**src/rtl/video_mode_sequencer_pkg.sv**
```systemverilog
// rtl/video_mode_sequencer_pkg.sv - control-register map, display mode timing table and sequencer types
// Purpose: definitions shared by the mode sequencer and the video unit.
// Ports: none (package).
package video_pkg;

  // Control-register word addresses (byte address = {word, 2'b00}).
  localparam logic [9:0] CR_DEPTH      = 10'h002;
  localparam logic [9:0] CR_ENABLE     = 10'h003;
  localparam logic [9:0] CR_POLARITY   = 10'h004;
  localparam logic [9:0] CR_PXLFREQ    = 10'h005;
  localparam logic [9:0] CR_FB_WIDTH   = 10'h006;
  localparam logic [9:0] CR_FB_HEIGHT  = 10'h007;
  localparam logic [9:0] CR_FB_BPL     = 10'h008;
  localparam logic [9:0] CR_H_TOTAL    = 10'h010;
  localparam logic [9:0] CR_H_END_DISP = 10'h011;
  localparam logic [9:0] CR_H_SRT_SYNC = 10'h012;
  localparam logic [9:0] CR_H_END_SYNC = 10'h013;
  localparam logic [9:0] CR_V_TOTAL    = 10'h014;
  localparam logic [9:0] CR_V_END_DISP = 10'h015;
  localparam logic [9:0] CR_V_SRT_SYNC = 10'h016;
  localparam logic [9:0] CR_V_END_SYNC = 10'h017;

  localparam logic [3:0] LAST_IDX = 4'd13;

  typedef struct packed {
    logic [7:0]  pxlfreq;
    logic [1:0]  pol;        // {v, h}
    logic [15:0] h_total;
    logic [15:0] h_end_disp;
    logic [15:0] h_srt_sync;
    logic [15:0] h_end_sync;
    logic [15:0] v_total;
    logic [15:0] v_end_disp;
    logic [15:0] v_srt_sync;
    logic [15:0] v_end_sync;
  } vmode_t;

  typedef enum logic [2:0] {
    S_IDLE, S_DISABLE, S_WRITE, S_WAIT_LOCK, S_SETTLE, S_ENABLE
  } seq_state_e;

  function automatic vmode_t mode_table(input logic [1:0] mode);
    vmode_t m;
    case (mode)
      2'd0:    m = '{8'd25, 2'b11, 16'd800,  16'd640,  16'd656,  16'd752,  16'd525, 16'd480, 16'd490, 16'd492};
      2'd1:    m = '{8'd40, 2'b00, 16'd1056, 16'd800,  16'd840,  16'd968,  16'd628, 16'd600, 16'd601, 16'd605};
      2'd2:    m = '{8'd65, 2'b11, 16'd1344, 16'd1024, 16'd1048, 16'd1184, 16'd806, 16'd768, 16'd771, 16'd777};
      default: m = '0;
    endcase
    return m;
  endfunction

  // Bytes per line rounded up to a multiple of 8; 15-bit intermediate, 14-bit result.
  function automatic logic [13:0] fb_bpl(input logic [15:0] width, input logic [1:0] depth);
    logic [14:0] w;
    logic [14:0] bytes;
    logic [14:0] rnd;
    w = width[14:0];
    case (depth)
      2'd0:    bytes = w << 2;
      2'd1:    bytes = w << 1;
      2'd2:    bytes = w;
      default: bytes = w >> 1;
    endcase
    rnd = (bytes + 15'd7) & ~15'd7;
    return rnd[13:0];
  endfunction

  // Register word written at each WRITE step.
  function automatic logic [9:0] table_word(input logic [3:0] idx);
    logic [9:0] w;
    case (idx)
      4'd0:    w = CR_DEPTH;
      4'd1:    w = CR_POLARITY;
      4'd2:    w = CR_PXLFREQ;
      4'd3:    w = CR_FB_WIDTH;
      4'd4:    w = CR_FB_HEIGHT;
      4'd5:    w = CR_FB_BPL;
      default: w = CR_H_TOTAL + {6'd0, idx - 4'd6};
    endcase
    return w;
  endfunction

endpackage

```
**src/rtl/video_mode_sequencer_reg_mux.sv**
```systemverilog
// rtl/video_mode_sequencer_reg_mux.sv - host/sequencer arbitration onto the control-register port
// Purpose: host always owns the port when it drives host_en_i; sequencer uses idle cycles.
// Ports: host_* (host BRAM port in), seq_* (sequencer access in), ctl_* (register block out),
//        stall_o (sequencer must hold its access this cycle).
module vms_reg_mux (
  input  logic        host_en_i,
  input  logic [3:0]  host_we_i,
  input  logic [11:0] host_addr_i,
  input  logic [31:0] host_wrdata_i,
  input  logic        seq_en_i,
  input  logic [9:0]  seq_word_i,
  input  logic [31:0] seq_wrdata_i,
  output logic        ctl_en_o,
  output logic [3:0]  ctl_we_o,
  output logic [11:0] ctl_addr_o,
  output logic [31:0] ctl_wrdata_o,
  output logic        stall_o
);

  assign stall_o = host_en_i;

  always_comb begin
    ctl_en_o     = 1'b0;
    ctl_we_o     = 4'h0;
    ctl_addr_o   = 12'h000;
    ctl_wrdata_o = 32'h0;
    if (host_en_i) begin
      ctl_en_o     = 1'b1;
      ctl_we_o     = host_we_i;
      ctl_addr_o   = host_addr_i;
      ctl_wrdata_o = host_wrdata_i;
    end else if (seq_en_i) begin
      ctl_en_o     = 1'b1;
      ctl_we_o     = 4'hF;
      ctl_addr_o   = {seq_word_i, 2'b00};
      ctl_wrdata_o = seq_wrdata_i;
    end
  end

endmodule

```
**src/rtl/video_mode_sequencer.sv**
```systemverilog
// rtl/video_mode_sequencer.sv - programs a full display mode into the video control registers
// Purpose: disable display, write 14 timing words, wait for pixel-clock lock and settle, optionally enable.
// Ports: mem_clk/rst_ni; req_i, mode_i, depth_i, enable_after_i (request); clk_locked_i (async lock);
//        busy_o, done_o, err_o, conflict_o (status); host_* / host_rddata_o (host port);
//        ctl_* / ctl_rddata_i (register block port).
module video_mode_sequencer
  import video_pkg::*;
#(
  parameter int SETTLE_CYCLES = 1024,
  parameter int LOCK_TIMEOUT  = 65535
) (
  input  logic        mem_clk,
  input  logic        rst_ni,
  input  logic        req_i,
  input  logic [1:0]  mode_i,
  input  logic [1:0]  depth_i,
  input  logic        enable_after_i,
  input  logic        clk_locked_i,
  output logic        busy_o,
  output logic        done_o,
  output logic        err_o,
  output logic        conflict_o,
  input  logic        host_en_i,
  input  logic [3:0]  host_we_i,
  input  logic [11:0] host_addr_i,
  input  logic [31:0] host_wrdata_i,
  output logic [31:0] host_rddata_o,
  output logic        ctl_en_o,
  output logic [3:0]  ctl_we_o,
  output logic [11:0] ctl_addr_o,
  output logic [31:0] ctl_wrdata_o,
  input  logic [31:0] ctl_rddata_i
);

  localparam logic [16:0] LOCK_LAST   = 17'(LOCK_TIMEOUT - 1);
  localparam logic [16:0] SETTLE_LAST = 17'(SETTLE_CYCLES - 1);

  seq_state_e  r_state, w_state_nxt;
  logic [3:0]  r_idx, w_idx_nxt;
  logic [16:0] r_cnt, w_cnt_nxt;
  logic [1:0]  r_mode, r_depth;
  logic        r_en_after;
  logic [1:0]  r_lock_sync;
  logic        r_busy, r_done, r_err, r_conflict;
  logic        w_busy_nxt, w_done_nxt, w_err_nxt, w_conflict_nxt, w_latch;
  logic        w_stall, w_seq_en, w_lock;
  logic [9:0]  w_seq_word;
  logic [31:0] w_seq_data, w_tbl_data;
  vmode_t      w_tbl;

  assign w_lock        = r_lock_sync[1];
  assign w_tbl         = mode_table(r_mode);
  assign host_rddata_o = ctl_rddata_i;
  assign busy_o        = r_busy;
  assign done_o        = r_done;
  assign err_o         = r_err;
  assign conflict_o    = r_conflict;

  vms_reg_mux u_mux (
    .host_en_i     (host_en_i),
    .host_we_i     (host_we_i),
    .host_addr_i   (host_addr_i),
    .host_wrdata_i (host_wrdata_i),
    .seq_en_i      (w_seq_en),
    .seq_word_i    (w_seq_word),
    .seq_wrdata_i  (w_seq_data),
    .ctl_en_o      (ctl_en_o),
    .ctl_we_o      (ctl_we_o),
    .ctl_addr_o    (ctl_addr_o),
    .ctl_wrdata_o  (ctl_wrdata_o),
    .stall_o       (w_stall)
  );

  always_comb begin
    w_tbl_data = 32'h0;
    case (r_idx)
      4'd0:    w_tbl_data = {30'd0, r_depth};
      4'd1:    w_tbl_data = {30'd0, w_tbl.pol};
      4'd2:    w_tbl_data = {24'd0, w_tbl.pxlfreq};
      4'd3:    w_tbl_data = {16'd0, w_tbl.h_end_disp};
      4'd4:    w_tbl_data = {16'd0, w_tbl.v_end_disp};
      4'd5:    w_tbl_data = {18'd0, fb_bpl(w_tbl.h_end_disp, r_depth)};
      4'd6:    w_tbl_data = {16'd0, w_tbl.h_total};
      4'd7:    w_tbl_data = {16'd0, w_tbl.h_end_disp};
      4'd8:    w_tbl_data = {16'd0, w_tbl.h_srt_sync};
      4'd9:    w_tbl_data = {16'd0, w_tbl.h_end_sync};
      4'd10:   w_tbl_data = {16'd0, w_tbl.v_total};
      4'd11:   w_tbl_data = {16'd0, w_tbl.v_end_disp};
      4'd12:   w_tbl_data = {16'd0, w_tbl.v_srt_sync};
      4'd13:   w_tbl_data = {16'd0, w_tbl.v_end_sync};
      default: w_tbl_data = 32'h0;
    endcase
  end

  always_comb begin
    w_state_nxt    = r_state;
    w_idx_nxt      = r_idx;
    w_cnt_nxt      = r_cnt;
    w_busy_nxt     = r_busy;
    w_done_nxt     = 1'b0;
    w_err_nxt      = r_err;
    w_conflict_nxt = r_conflict;
    w_latch        = 1'b0;
    w_seq_en       = 1'b0;
    w_seq_word     = CR_ENABLE;
    w_seq_data     = 32'h0;

    // Host turning the display on mid-sequence would be undone by our later writes; flag it.
    if (r_busy && host_en_i && host_we_i == 4'hF && host_addr_i[11:2] == CR_ENABLE)
      w_conflict_nxt = 1'b1;

    case (r_state)
      S_IDLE: begin
        if (req_i) begin
          w_conflict_nxt = 1'b0;
          w_err_nxt      = (mode_i == 2'd3);
          if (mode_i != 2'd3) begin
            w_latch     = 1'b1;
            w_busy_nxt  = 1'b1;
            w_idx_nxt   = 4'd0;
            w_cnt_nxt   = 17'd0;
            w_state_nxt = S_DISABLE;
          end
        end
      end
      S_DISABLE: begin
        if (!w_stall) begin
          w_seq_en    = 1'b1;
          w_state_nxt = S_WRITE;
        end
      end
      S_WRITE: begin
        if (!w_stall) begin
          w_seq_en   = 1'b1;
          w_seq_word = table_word(r_idx);
          w_seq_data = w_tbl_data;
          if (r_idx == LAST_IDX) begin
            w_cnt_nxt   = 17'd0;
            w_state_nxt = S_WAIT_LOCK;
          end else begin
            w_idx_nxt = r_idx + 4'd1;
          end
        end
      end
      S_WAIT_LOCK: begin
        if (w_lock) begin
          w_cnt_nxt   = 17'd0;
          w_state_nxt = S_SETTLE;
        end else if (r_cnt == LOCK_LAST) begin
          w_err_nxt   = 1'b1;
          w_busy_nxt  = 1'b0;
          w_state_nxt = S_IDLE;
        end else begin
          w_cnt_nxt = r_cnt + 17'd1;
        end
      end
      S_SETTLE: begin
        // Lock lost before settling finished: start over with a fresh timeout.
        if (!w_lock) begin
          w_cnt_nxt   = 17'd0;
          w_state_nxt = S_WAIT_LOCK;
        end else if (r_cnt == SETTLE_LAST) begin
          w_cnt_nxt   = 17'd0;
          w_state_nxt = S_ENABLE;
        end else begin
          w_cnt_nxt = r_cnt + 17'd1;
        end
      end
      S_ENABLE: begin
        if (!r_en_after || !w_stall) begin
          w_seq_en    = r_en_after;
          w_seq_data  = 32'd1;
          w_done_nxt  = 1'b1;
          w_busy_nxt  = 1'b0;
          w_state_nxt = S_IDLE;
        end
      end
      default: w_state_nxt = S_IDLE;
    endcase
  end

  always_ff @(posedge mem_clk or negedge rst_ni) begin
    if (!rst_ni) begin
      r_state     <= S_IDLE;
      r_idx       <= 4'd0;
      r_cnt       <= 17'd0;
      r_mode      <= 2'd0;
      r_depth     <= 2'd0;
      r_en_after  <= 1'b0;
      r_lock_sync <= 2'b00;
      r_busy      <= 1'b0;
      r_done      <= 1'b0;
      r_err       <= 1'b0;
      r_conflict  <= 1'b0;
    end else begin
      r_state     <= w_state_nxt;
      r_idx       <= w_idx_nxt;
      r_cnt       <= w_cnt_nxt;
      r_lock_sync <= {r_lock_sync[0], clk_locked_i};
      r_busy      <= w_busy_nxt;
      r_done      <= w_done_nxt;
      r_err       <= w_err_nxt;
      r_conflict  <= w_conflict_nxt;
      if (w_latch) begin
        r_mode     <= mode_i;
        r_depth    <= depth_i;
        r_en_after <= enable_after_i;
      end
    end
  end

endmodule

```
**config.mk**
```make
export PLATFORM = sky130hd
export DESIGN_NAME = video_mode_sequencer
export DESIGN_NICKNAME = d
export VERILOG_FILES = /design/src/rtl/video_mode_sequencer_pkg.sv /design/src/rtl/video_mode_sequencer_reg_mux.sv /design/src/rtl/video_mode_sequencer.sv
export SDC_FILE = /design/constraint.sdc
export NUM_CORES = 1
export LEC_CHECK = 0
export BUFFER_PORTS_ARGS = -buffer_cell sky130_fd_sc_hd__buf_4
export CAP_MARGIN = 20
export CORE_MARGIN = 2
export CORE_UTILIZATION = 25
export CTS_BUF_LIST = sky130_fd_sc_hd__clkbuf_2 sky130_fd_sc_hd__clkbuf_4 sky130_fd_sc_hd__clkbuf_8
export CTS_CLUSTER_DIAMETER = 50
export DETAILED_ROUTE_END_ITERATION = 6
export SLEW_MARGIN = 20
export SYNTH_ARGS = -nofsm -noshare
export SYNTH_HDL_FRONTEND = slang
export SYNTH_SLANG_ARGS = --single-unit
```
**constraint.sdc**
```tcl
create_clock -name mem_clk -period 2.6 [get_ports mem_clk]
set_clock_uncertainty 0.05 [all_clocks]
set_input_delay 0.13 -clock mem_clk [delete_from_list [all_inputs] [get_ports mem_clk]]
set_output_delay 0.13 -clock mem_clk [all_outputs]
set_load 0.02 [all_outputs]
```
==> metrics.yaml, run 1 <==
run_status:
  status: "finished clean"
synth:
  synthTopCellsByCount: "o21ai_0, nor2_1, dfrtp_1"
  ys_ff_latch: 35
  synth_edf_count: 0
  yosysMostFrequentCell: "o21ai_0"
  syn_nets: 574
  synth-main-ff-cell: "dfrtp_1"
  syn_inst: 470
  syn_area_sq_mm: 0.00360
  yosysWarnings: 0
  seq_area_frac_synth_pct: 24.3
  netlist_top_cells_area: "dfrtp_1, buf_4, o21ai_0"
  avgSynthCellArea_sq_um: 7.67
  synth.top_cell.area_share_pct: 24.3
  yosysTopAreaCell: "dfrtp_1"
  synthArstFlopShare_pct: 100
  ys_types: 65
sta:
  fin_hold_ws_ns: 0.0112
  max_slew.worst_pin.slew_ns: 0.550
  slew_viol_final: 0
  hold_viol: 0
  slew_headroom_pct: 63.3
  rsz0062_at_grt: "false"
  setup_viol: 0
  clock.fmax_mhz: 393
  setup_ws_ns: 0.0526
  finalCriticalPeriod_ns: 2.55
  fin_crit_sh_pct: 98.0
place:
  placedInstanceArea_sq_mm: 0.00449
  port_buffers: 110
  place_ws_ns: -0.00278
  gp_congestion: 0.931
  dp_hpwl_mm: 10.1
  placed_cells: 723
cells_and_area:
  final_cell_count_no_fill: 735
  final_nets: 658
  drive_gt1_share_pct: 31.5
  fin_area_sq_mm: 0.00475
  diodes: 0
  syn_to_final_growth_pct: 31.7
  utilization_pct: 33.9
floorplan:
  dieArea_sq_mm: 0.0154
  die_w_microns: 124
  die_y_microns: 124
  pin_count: 175
  core_sq_mm: 0.0140
  rows: 43
  initial_core_util_pct: 25.8
drt:
  vias: 3963
  wire_per_inst_microns: 17.7
  drtAntennaViolNets: 0
  drt-total-wl_mm: 13.0
  drt_iter0_markers: 342
  dr.pass1.iters: 7
  drc: 0
  via_per_inst: 5.39
flow_run:
  cap_violations: 0
power_and_ir_drop:
  switchingPower_mw: 1.89
  power_density_mw_per_mm2: 842
  p_leak_nw: 2.12
  seqPwrFrac_pct: 22.8
  power_frac_clock_pct: 15.3
  netSwitchingFraction_pct: 47.4
  max-vdd-ir-drop_v: 0.000318
  share_comb_of_total_power_pct: 61.9
  internal_power_mw: 2.10
global_routing:
  gr-max-usage-layer: "met2"
  grt_pass1_vias: 3762
  met1_usage_pct: 20.9
  grt_overflow: 0
  grt_max_degree: 55
  track_usage_pct: 16.5
  use_met2_pct: 28.5
  antenna_found_initial: 0
  grt.met3_usage_pct: 2.43
  grt_pass1_wl_mm: 19.9
hold_path:
  min_path_type: "primary input to register"
clock_network:
  clock_path_buffers: 2
  cts_sinks: 35
  clkTransAtPathRegs_ns: 0.08
  cts_tree: "done"
  cts-root-buf: "clkbuf_8"
  cts_buffers: 5
  h-tree-depth: 2
  clkLatencyLatePin_ns: 0.30
critical_path:
  worst_setup_path_end_kind: "primary output"
  crit_fanout: 5
  cp_data_required_time_ns: 2.42
  start_kind: "register"
  criticalPathCategory: "register to primary output"
  crit_arrival_ns: 2.37
## final timing paths
kind / endpoint / slack, ns / startpoint / cells after the start
max in group asynchronous: r_idx[1] / 1.83 / rst_ni / 2
hold / removal: r_depth[1] / 0.01 / depth_i[1] / 2
setup reg to reg: r_cnt[5] / 0.30 / r_cnt[0] / 6
setup / recovery: ctl_wrdata_o[11] / 0.05 / r_idx[0] / 8
min in group asynchronous: r_cnt[3] / 0.29 / rst_ni / 2
hold reg to reg: r_lock_sync[1] / 0.31 / r_lock_sync[0] / 0
## critical path, stage by stage, from the launching register on
cell      delay, ns
dfrtp_2        0.45
buf_4          0.15
ha_1           0.27
o21bai_1       0.16
a21oi_1        0.13
o31ai_4        0.30
inv_1          0.16
a32o_1         0.29
buf_4          0.16
## flip-flops by register name, indices dropped and copies added (netlist names)
name and cells:
r_mode 2, r_idx 4, r_cnt 17, r_state 3
err_o 1, r_en_after 1, done_o 1, r_lock_sync 2
r_depth 2, busy_o 1, conflict_o 1
## layout by cell type, fill, tap and decap left out, types with 4 or more instances in the layout
cell type	instances
nand3_1	20
nor2_1	36
nand2_1	33
nor3_1	8
a211oi_1	4
o211ai_1	5
ha_1	10
o2bb2ai_1	4
o21bai_1	7
a22oi_1	11
and3_1	8
clkbuf_8	5
a32oi_1	5
buf_4	134
nor2b_1	4
dfrtp_1	32
o31ai_1	4
o21ai_0	40
o221ai_1	5
and2_1	28
a22o_1	10
mux2_2	4
inv_1	23
nand4_1	8
a21oi_1	19
nand2b_1	7
## repair_timing
item                                    4_1_cts  5_1_grt
buffers inserted                              1        1
gates resized for setup                       5       16
cloned                                        0        0
hold buffers                                  2        0
endpoints found under the setup margin       11       15
pin swaps                                     1        0
hold endpoints to repair                     36        0
## kinds of logic (layout without fill, tap and decap cells)
family,after synthesis,in the layout,synth area share [%]
AO/OA/AOI/OAI,151,151,29.8
AND/OR/NAND/NOR,175,175,25.9
flip-flops,35,35,24.3
buffers and inverters,85,170,12.3
multiplexers,7,7,2.08
adder cells (fa/ha/maj),14,14,4.86
XOR/XNOR,3,3,0.729
## power by group through the flow
stage | registers, mW | logic [mW] | clock network [mW]
6_report | 0.910 | 2.47 | 0.612
5_1_grt | 0.950 | 2.71 | 0.653
4_1_cts | 0.900 | 2.39 | 0.631
3_5_place_dp | 0.908 | 2.34 | 0
3_3_place_gp | 0.897 | 2.33 | 0
2_1_floorplan | 0.824 | 1.60 | 0
## cell type report
| type | instances | area, sq um |
|---|---|---|
| Fill cell | 1472 | 9240 |
| Multi-Input combinational cell | 350 | 2360 |
| Timing Repair Buffer | 138 | 1060 |
| Sequential cell | 35 | 880 |
| Tap cell | 180 | 225 |
| Inverter | 24 | 90.1 |
| Clock buffer | 6 | 76.3 |
| Clock inverter | 2 | 60.1 |
## layer usage
metal,wire length [microns],vias up,part of all wire (%)
met5,0,-,0
met4,292,0,2.2
met3,1020,33,7.9
met2,6220,193,48
met1,5510,1878,42
li1,-,1859,-
## metrics by stage
stage,TNS (ns),total power [mW]
floorplan,0,2.43
global placement,0,3.23
detailed placement,-0.00278,3.25
CTS,0,3.92
global route,0,4.31
finish,0,3.99
No activity file was read; power rests on OpenSTA's default activity.
==> run 2, diff against run 1 <==
--- a/config.mk
+++ b/config.mk
@@ -7,11 +7,12 @@
 export LEC_CHECK = 0
 export BUFFER_PORTS_ARGS = -buffer_cell sky130_fd_sc_hd__buf_4
 export CAP_MARGIN = 20
+export CORE_ASPECT_RATIO = 1.25
 export CORE_MARGIN = 2
 export CORE_UTILIZATION = 25
 export CTS_BUF_LIST = sky130_fd_sc_hd__clkbuf_2 sky130_fd_sc_hd__clkbuf_4 sky130_fd_sc_hd__clkbuf_8
-export CTS_CLUSTER_DIAMETER = 50
 export DETAILED_ROUTE_END_ITERATION = 6
+export GPL_ROUTABILITY_DRIVEN = 0
 export SLEW_MARGIN = 20
 export SYNTH_ARGS = -nofsm -noshare
 export SYNTH_HDL_FRONTEND = slang
==> run 2 against run 1 <==
Cell count down 0.95%. Sequential power down 2.3%. Critical path type unchanged. Clock power down 20%. Wire length up 3.3%. First-iteration DRC count down 1.5%. Die area about the same. Register-to-register slack worse by 0.03 ns. Critical endpoint is now ctl_wrdata_o[7]. Power down 3.5%. Non-clock buffer count down 5.
==> metrics.yaml, run 2 (synthesized netlist as in run 1, its figures left out) <==
critical_path:
  crit_arrival_ns: 2.34  # -0.03 ns
  crit_fanout: 12  # +7
  r2r-end: "r_state[2]"
  r2r-start: "r_cnt[0]"
  r2r_slack_ns: 0.27  # -0.03 ns
  criticalPathCategory: "register to primary output"
  worst_setup_path_end_kind: "primary output"
  rr_worst_depth: 6  # unchanged
  cp_data_required_time_ns: 2.42  # about the same
  start_kind: "register"
power_and_ir_drop:
  p_leak_nw: 2.08  # -1.9%
  power_mw: 3.86  # -3.5%
  max-vdd-ir-drop_v: 0.000347  # +9.2%
  power_density_mw_per_mm2: 827  # -1.7%
floorplan:
  dieArea_sq_mm: 0.0154  # about the same
  initial_core_util_pct: 25.3  # -0.43 points
  die_w_microns: 111  # -10%
  pin_count: 175  # unchanged
  core_sq_mm: 0.0142  # +1.7%
  rows: 49  # +14%
  die_y_microns: 138  # +11%
cells_and_area:
  mostFrequentLayoutCell: "buf_4"
  diodes: 0  # unchanged
  largest_reg_flops: 17  # unchanged
  layout_common_cells: "buf_4, o21ai_0, nor2_1"
  syn_to_final_growth_pct: 29.4
  utilization_pct: 32.8  # -1.2 points
  final_cell_count_no_fill: 728  # -0.95%
  top_regs: "r_cnt x17, r_idx x4, r_state x3"
  drive_gt1_share_pct: 30.2  # -1.3 points
  top_register: "r_cnt"
  final_nets: 653  # -0.76%
  nFillCells: 1521  # +3.3%
drt:
  drt_iter0_markers: 337  # -1.5%
  drtAntennaViolNets: 0  # unchanged
  via_per_inst: 5.60  # +3.8%
  dr.pass1.iters: 6  # -1
  drt-total-wl_mm: 13.5  # +3.3%
  vias: 4076  # +2.9%
  drc: 0  # unchanged
  wire_per_inst_microns: 18.5  # +4.3%
global_routing:
  grt_overflow: 0  # unchanged
  antenna_found_initial: 2  # +2
  track_usage_pct: 16.7  # +0.24 points
  grt_max_degree: 37  # -33%
  grt_pass1_vias: 3873  # +3.0%
  grt_pass1_wl_mm: 20.7  # +4.0%
place:
  dp_hpwl_mm: 10.7  # +6.9%
  placed_cells: 715  # -1.1%
  port_buffers: 110  # unchanged
clock_network:
  cts_tree: "done"
  cts_buffers: 5  # unchanged
  clkLatencyLatePin_ns: 0.29  # about the same
  h-tree-depth: 2  # unchanged
  cts-root-buf: "clkbuf_8"
  clock_path_buffers: 2  # unchanged
  cts_sinks: 35  # unchanged
  clkTransAtPathRegs_ns: 0.07  # about the same
hold_path:
  hold_path_end: "r_en_after"
  hold_path_startpoint: "enable_after_i"
  holdPathStages: 2  # unchanged
  min_path_type: "primary input to register"
sta:
  fin_crit_sh_pct: 96.9  # -1.0 points
  finalCriticalPeriod_ns: 2.52  # -0.0270 ns
  slew_viol_final: 0  # unchanged
  rsz0062_at_grt: "true"
  slew_headroom_pct: 61.8  # -1.6 points
  max_slew.worst_pin.slew_ns: 0.574  # +0.0236 ns
  setup_viol: 0  # unchanged
  final.setup.tns_ns: 0  # unchanged
  hold_viol: 0  # unchanged
  clock.fmax_mhz: 397  # +1.1%
flow_run:
  cap_violations: 0  # unchanged
run_status:
  status: "finished clean"
run 2: cell types whose count changed in the layout (fill, tap and decap cells not counted), sizes merged:
cell	previous run	this run
buf	136	131
bufinv	2	1
clkinv	0	2
clkbuf	6	5
run 2: where the power goes:
| group | switching (mW) | internal, mW |
|---|---|---|
| Clock | 0.207 | 0.285 |
| Sequential | 0.205 | 0.684 |
| Combinational | 1.47 | 1.01 |
| Total | 1.88 | 1.97 |
run 2: timing repair:
| item | 4_1_cts | 5_1_grt |
|---|---|---|
| buffers inserted | 1 | 2 |
| endpoints found under the hold margin | 36 | 0 |
| endpoints found under the setup margin | 8 | 16 |
| resized for setup | 3 | 13 |
| hold buffers | 2 | 0 |
| pin swaps | 0 | 2 |
run 2: layout make-up:
cell class	instances	area [sq um]	share of cell area (%)
Multi-Input combinational cell	350	2360	50.6
Timing Repair Buffer	133	1000	21.5
Sequential cell	35	877	18.8
Tap cell	178	223	4.78
Inverter	24	90.1	1.93
Clock buffer	5	68.8	1.48
Clock inverter	3	43.8	0.939
run 2: worst max-delay path, cell delays in order (launching register included):
cell      delay [ns]
dfrtp_1         0.60
buf_4           0.24
nand2b_1        0.25
nor2_1          0.15
a41o_1          0.23
a32oi_1         0.20
o21ai_0         0.17
buf_4           0.20
run 2: per-layer routing:
| layer | vias to the layer above | global-route usage [%] | share of wire, % |
|---|---|---|---|
| li1 | 1852 | - | - |
| met1 | 1871 | 21.4 | 39 |
| met2 | 299 | 28.0 | 47 |
| met3 | 54 | 3.33 | 11 |
| met4 | 0 | 6.04 | 3.9 |
| met5 | - | 0 | 0 |
run 2: how the worst max path moves through the flow:
| stage | startpoint | endpoint | slack (ns) | cells past startpoint |
|---|---|---|---|---|
| 6_report | r_idx[2] | ctl_wrdata_o[7] | 0.08 | 7 |
| 5_1_grt | r_mode[1] | ctl_wrdata_o[10] | -0.01 | 9 |
| 4_1_cts | r_idx[0] | ctl_wrdata_o[4] | 0.02 | 8 |
| 3_5_place_dp | r_idx[1] | ctl_wrdata_o[9] | 0.17 | 9 |
| 3_3_place_gp | r_idx[1] | ctl_wrdata_o[9] | 0.25 | 9 |
| 2_1_floorplan | r_idx[1] | ctl_addr_o[4] | 0.31 | 7 |
run 2: per-stage QoR:
step           hold WS [ns]  instance area [sq um]  setup WS (ns)
2_1_floorplan        -0.216                   3600          0.306
5_1_grt              0.0322                   4660        -0.0107
6_report             0.0211                   4660         0.0796
3_5_place_dp         0.0635                   4430          0.167
4_1_cts              0.0188                   4590         0.0176
3_3_place_gp         0.0625                   4430          0.252
